[src/rtl/uart_rx_core.sv]
// UART receiver: 2-flop synchroniser, oversampled mid-bit sampling,
// one-cycle data_valid / framing_error strobes.
module uart_rx_core #(
  parameter int NO_OF_DATABITS = 8,
  parameter int NO_OF_STOPBITS = 1,
  parameter int BAUDRATE       = 9600,
  parameter int FREQUENCY      = 100000000,
  parameter int OVERSAMPLE     = 16
) (
  input  logic                      clk,
  input  logic                      reset,
  input  logic                      rx,
  output logic [NO_OF_DATABITS-1:0] data_out,
  output logic                      data_valid,
  output logic                      framing_error,
  output logic                      busy
);

  localparam int DIV  = FREQUENCY / (BAUDRATE * OVERSAMPLE);
  localparam int PW   = (DIV > 1) ? $clog2(DIV) : 1;
  localparam int TW   = $clog2(OVERSAMPLE);
  localparam int MAXB = (NO_OF_DATABITS > NO_OF_STOPBITS) ?
                        NO_OF_DATABITS : NO_OF_STOPBITS;
  localparam int BW   = (MAXB > 1) ? $clog2(MAXB) : 1;

  localparam logic [1:0] IDLE  = 2'd0;
  localparam logic [1:0] START = 2'd1;
  localparam logic [1:0] DATA  = 2'd2;
  localparam logic [1:0] STOP  = 2'd3;

  localparam logic [PW-1:0] P_LAST = PW'(DIV - 1);
  localparam logic [TW-1:0] T_MID  = TW'(OVERSAMPLE / 2 - 1);
  localparam logic [TW-1:0] T_LAST = TW'(OVERSAMPLE - 1);
  localparam logic [BW-1:0] D_LAST = BW'(NO_OF_DATABITS - 1);
  localparam logic [BW-1:0] S_LAST = BW'(NO_OF_STOPBITS - 1);

  logic [1:0]                state;
  logic                      rx_m;
  logic                      rx_s;
  logic                      rx_d;
  logic [PW-1:0]             presc;
  logic                      tick;
  logic [TW-1:0]             tick_cnt;
  logic [BW-1:0]             bit_cnt;
  logic [NO_OF_DATABITS-1:0] shift_reg;
  logic [NO_OF_DATABITS-1:0] shift_nxt;
  logic                      stop_bad;

  // Idle-high line: synchroniser and edge flop reset to 1 so no false edge.
  always_ff @(posedge clk or posedge reset) begin
    if (reset) begin
      rx_m <= 1'b1;
      rx_s <= 1'b1;
      rx_d <= 1'b1;
    end else begin
      rx_m <= rx;
      rx_s <= rx_m;
      rx_d <= rx_s;
    end
  end

  // Held clear in IDLE so tick phase follows the start edge.
  always_ff @(posedge clk or posedge reset) begin
    if (reset) begin
      presc <= '0;
    end else if (state == IDLE || presc == P_LAST) begin
      presc <= '0;
    end else begin
      presc <= presc + 1'b1;
    end
  end

  assign tick = (state != IDLE) && (presc == P_LAST);
  assign busy = (state != IDLE);

  if (NO_OF_DATABITS == 1) begin : g_one
    assign shift_nxt = rx_s;
  end else begin : g_many
    assign shift_nxt = {rx_s, shift_reg[NO_OF_DATABITS-1:1]};
  end

  always_ff @(posedge clk or posedge reset) begin
    if (reset) begin
      state         <= IDLE;
      tick_cnt      <= '0;
      bit_cnt       <= '0;
      shift_reg     <= '0;
      stop_bad      <= 1'b0;
      data_out      <= '0;
      data_valid    <= 1'b0;
      framing_error <= 1'b0;
    end else begin
      data_valid    <= 1'b0;
      framing_error <= 1'b0;
      unique case (state)
        IDLE: begin
          if (!rx_s && rx_d) begin
            state    <= START;
            tick_cnt <= '0;
          end
        end
        START: begin
          if (tick) begin
            if (tick_cnt == T_MID) begin
              tick_cnt <= '0;
              bit_cnt  <= '0;
              state    <= rx_s ? IDLE : DATA;
            end else begin
              tick_cnt <= tick_cnt + 1'b1;
            end
          end
        end
        DATA: begin
          if (tick) begin
            if (tick_cnt == T_LAST) begin
              tick_cnt  <= '0;
              shift_reg <= shift_nxt;
              if (bit_cnt == D_LAST) begin
                bit_cnt  <= '0;
                stop_bad <= 1'b0;
                state    <= STOP;
              end else begin
                bit_cnt <= bit_cnt + 1'b1;
              end
            end else begin
              tick_cnt <= tick_cnt + 1'b1;
            end
          end
        end
        STOP: begin
          if (tick) begin
            if (tick_cnt == T_LAST) begin
              tick_cnt <= '0;
              // Leave at mid-stop so a back-to-back start edge is seen.
              if (bit_cnt == S_LAST) begin
                bit_cnt <= '0;
                state   <= IDLE;
                if (stop_bad || !rx_s) begin
                  framing_error <= 1'b1;
                end else begin
                  data_out   <= shift_reg;
                  data_valid <= 1'b1;
                end
              end else begin
                bit_cnt  <= bit_cnt + 1'b1;
                stop_bad <= stop_bad | ~rx_s;
              end
            end else begin
              tick_cnt <= tick_cnt + 1'b1;
            end
          end
        end
        default: state <= IDLE;
      endcase
    end
  end

endmodule

[config.mk]
export PLATFORM = sky130hd
export DESIGN_NAME = uart_rx_core
export DESIGN_NICKNAME = d
export VERILOG_FILES = /design/src/rtl/uart_rx_core.sv
export SDC_FILE = /design/constraint.sdc
export NUM_CORES = 1
export LEC_CHECK = 0
export CAP_MARGIN = 5
export CORE_MARGIN = 4
export CORE_UTILIZATION = 51
export DETAILED_ROUTE_END_ITERATION = 8
export PLACE_DENSITY = 0.74
export SYNTH_ARGS = -nofsm -noshare
export SYNTH_HDL_FRONTEND = slang
export SYNTH_SLANG_ARGS = --single-unit
[constraint.sdc]
create_clock -name clk -period 1.7 [get_ports clk]
set_clock_uncertainty 0.05 [all_clocks]
set_input_delay 0.34 -clock clk [delete_from_list [all_inputs] [get_ports clk]]
set_output_delay 0.34 -clock clk [all_outputs]
set_load 0.02 [all_outputs]
==> reports/qor.txt <==
status - complete, but fails checks
violated checks - negative setup slack
CTS buffer count - 5
ANT nets after route - 0
worst-path fanout max - 4
Post-Route WL - 3780 µm
GR Util All Layers - 18.1%
CP required - 1.83 ns
grt ovf - 0
sequential element share of the synthesized area - 55.1%
most frequent cells in the layout - dfrtp_1 (37), buf_4 (24), nor2_1 (14), clkdlybuf4s50_1 (12), nand2_1 (11)
DRC Markers - 0
Max-Cap Viols - 0
Mean Syn Cell Area - 12.0 µm²
Final GP Congestion - 0.881
clk slew on worst S/H paths - 0.08 ns
Cell Area, Placed - 2260 µm²
fin cells - 248
Worst Setup End Kind - flip-flop
TNS Setup - -0.685 ns
most common cell after layout, fill and taps aside - dfrtp_1
Die Y - 68.5 µm
num rows - 21
Synth Warn # - 0
fin crit share - 104%
pre-CTS WS - -0.150 ns
Max-slew headroom - 74.0%
max incr delay on CP - 0.42 ns
Peak VDD IR - 0.639 mV
setup slack, reg-to-reg - -0.07 ns
#FFs+latches synth - 41
first-pass iteration count of the detailed router - 4
RSZ-0062 raised after global routing - yes
Largest register FFs - 10
Final Core Density - 71.9%
largest net degree at the start of global routing - 42
critical path data arrival time - 1.91 ns
IO Count - 14
DRT iter0 DRCs - 76
ys flop type - dfrtp_1
final setup fails - 18
clk buf depth - 2
Die X - 68.5 µm
CTS H-tree lvls - 2
Final Max Tran Viols - 0
design area - 2470 µm²
Final WS setup - -0.0725 ns
hold path depth - 0
cell with the largest stage delay on the worst path - dfrtp_1
Final Net Count - 210
wire per inst - 15.2 µm
first-pass GRT wire length - 6210 µm
Yosys cell types - 39
Gate Count Post-Synth - 156
placed insts - 238
worst hold-check path type - flip-flop to flip-flop
Lkg Pwr - 1.16 nW
total power per unit cell area - 919 nW/µm²
clk sinks - 41
Synthesized Nets - 165
CP delay by family, top - simple AND/OR/NAND/NOR gates
root buffer cell - clkbuf_8
Initial Util - 54.3%
crit path kind - flip-flop to flip-flop
Via density - 5.54
worst slew pin tran - 0.390 ns
CTS tree - built
ys async rst share - 100%
crit path time final - 1.77 ns
Via Count - 1373
vias in the first global route - 1329
clock insertion delay at the later pin of the skew report - 0.29 ns
cell area after synthesis - 1870 µm²
R2R depth - 5
diode count - 0
post-DP HPWL - 2630 µm
initial antenna violation count - 0
CP bufs+invs - 1
Crit path depth - 5
layout cell share with drive strength beyond 1 - 37.1%
crit-path cells - nor4b_4 > nand3_2 > buf_6 > or3_1 > a32o_1
EDFF count, synth - 0
die area - 4700 µm²
core area - 3440 µm²
final hold vios - 0
I/O Buffers - 13
Max Clk Rate - 0.564 GHz
critical path startpoint category - flip-flop
P&R area growth vs syn - 32.3%
-- synth_stat cells (all sizes together), types with 3 or more instances --
cell type | number | area [µm²]
and4 | 3 | 26.3
buf | 3 | 15.0
dfrtp | 38 | 951
dfstp | 3 | 78.8
ha | 6 | 75.1
inv | 7 | 26.3
mux2 | 19 | 214
nand2 | 11 | 41.3
nand3 | 8 | 50.1
nor2 | 17 | 63.8
nor3 | 3 | 26.3
xnor2 | 7 | 61.3
-- repair_timing --
item | 4_1_cts | 5_1_grt
hold buffers | 0 | 0
pin swaps | 6 | 3
setup buffers | 0 | 2
gates cloned | 0 | 0
endpoints found under the setup margin | 22 | 32
hold endpoints to repair | 0 | 0
resized for setup | 17 | 11
-- through the flow --
stage | hold slack, ns | total power, W
after detailed placement | 0.305 | 0.00160
after CTS | 0.316 | 0.00222
after floorplan | 0.294 | 0.00136
after global placement | 0.303 | 0.00157
after global routing | 0.321 | 0.00239
final | 0.312 | 0.00227
-- metal layers --
| metal | wire length [µm] | global-route usage [%] |
|---|---|---|
| met2 | 1930 | 31.0 |
| met5 | 0 | 0 |
| met4 | 95 | 6.20 |
| met1 | 1580 | 21.6 |
| met3 | 163 | 5.35 |
-- final timing paths --
check	startpoint	end
worst max-delay path	presc[4]	stop_bad
worst min-delay path	rx_m	rx_s
worst max register to register	presc[4]	stop_bad
worst min register to register	rx_m	rx_s
max in group asynchronous	reset	rx_d
min in group asynchronous	reset	data_out[5]
-- layout make-up --
| cell class | instances | area, µm² |
|---|---|---|
| clock buffer | 5 | 68.8 |
| clock inverter | 3 | 17.5 |
| fill | 223 | 968 |
| inverter | 7 | 26.3 |
| multi-input combinational | 105 | 900 |
| sequential | 41 | 1030 |
| tap | 46 | 57.6 |
| timing repair buffer | 41 | 373 |
-- logic make-up after synthesis --
logic type	Yosys count	share of synthesized area, %
AOI/OAI and AO/OA	11	4.42
xor gates and xnor gates	9	4.22
adders and majority gates	6	4.02
buffers and inverters	10	2.21
DFF	41	55.1
muxes	20	12.0
and+or+nand+nor	59	18.1
-- power by group --
group          leakage, nW  switching [W]  internal (W)
logic                0.559       0.000318      0.000271
registers            0.555      0.0000375       0.00103
clock network       0.0439       0.000333      0.000283
total                 1.16       0.000689       0.00158
No activity file was read; power rests on OpenSTA's default activity.
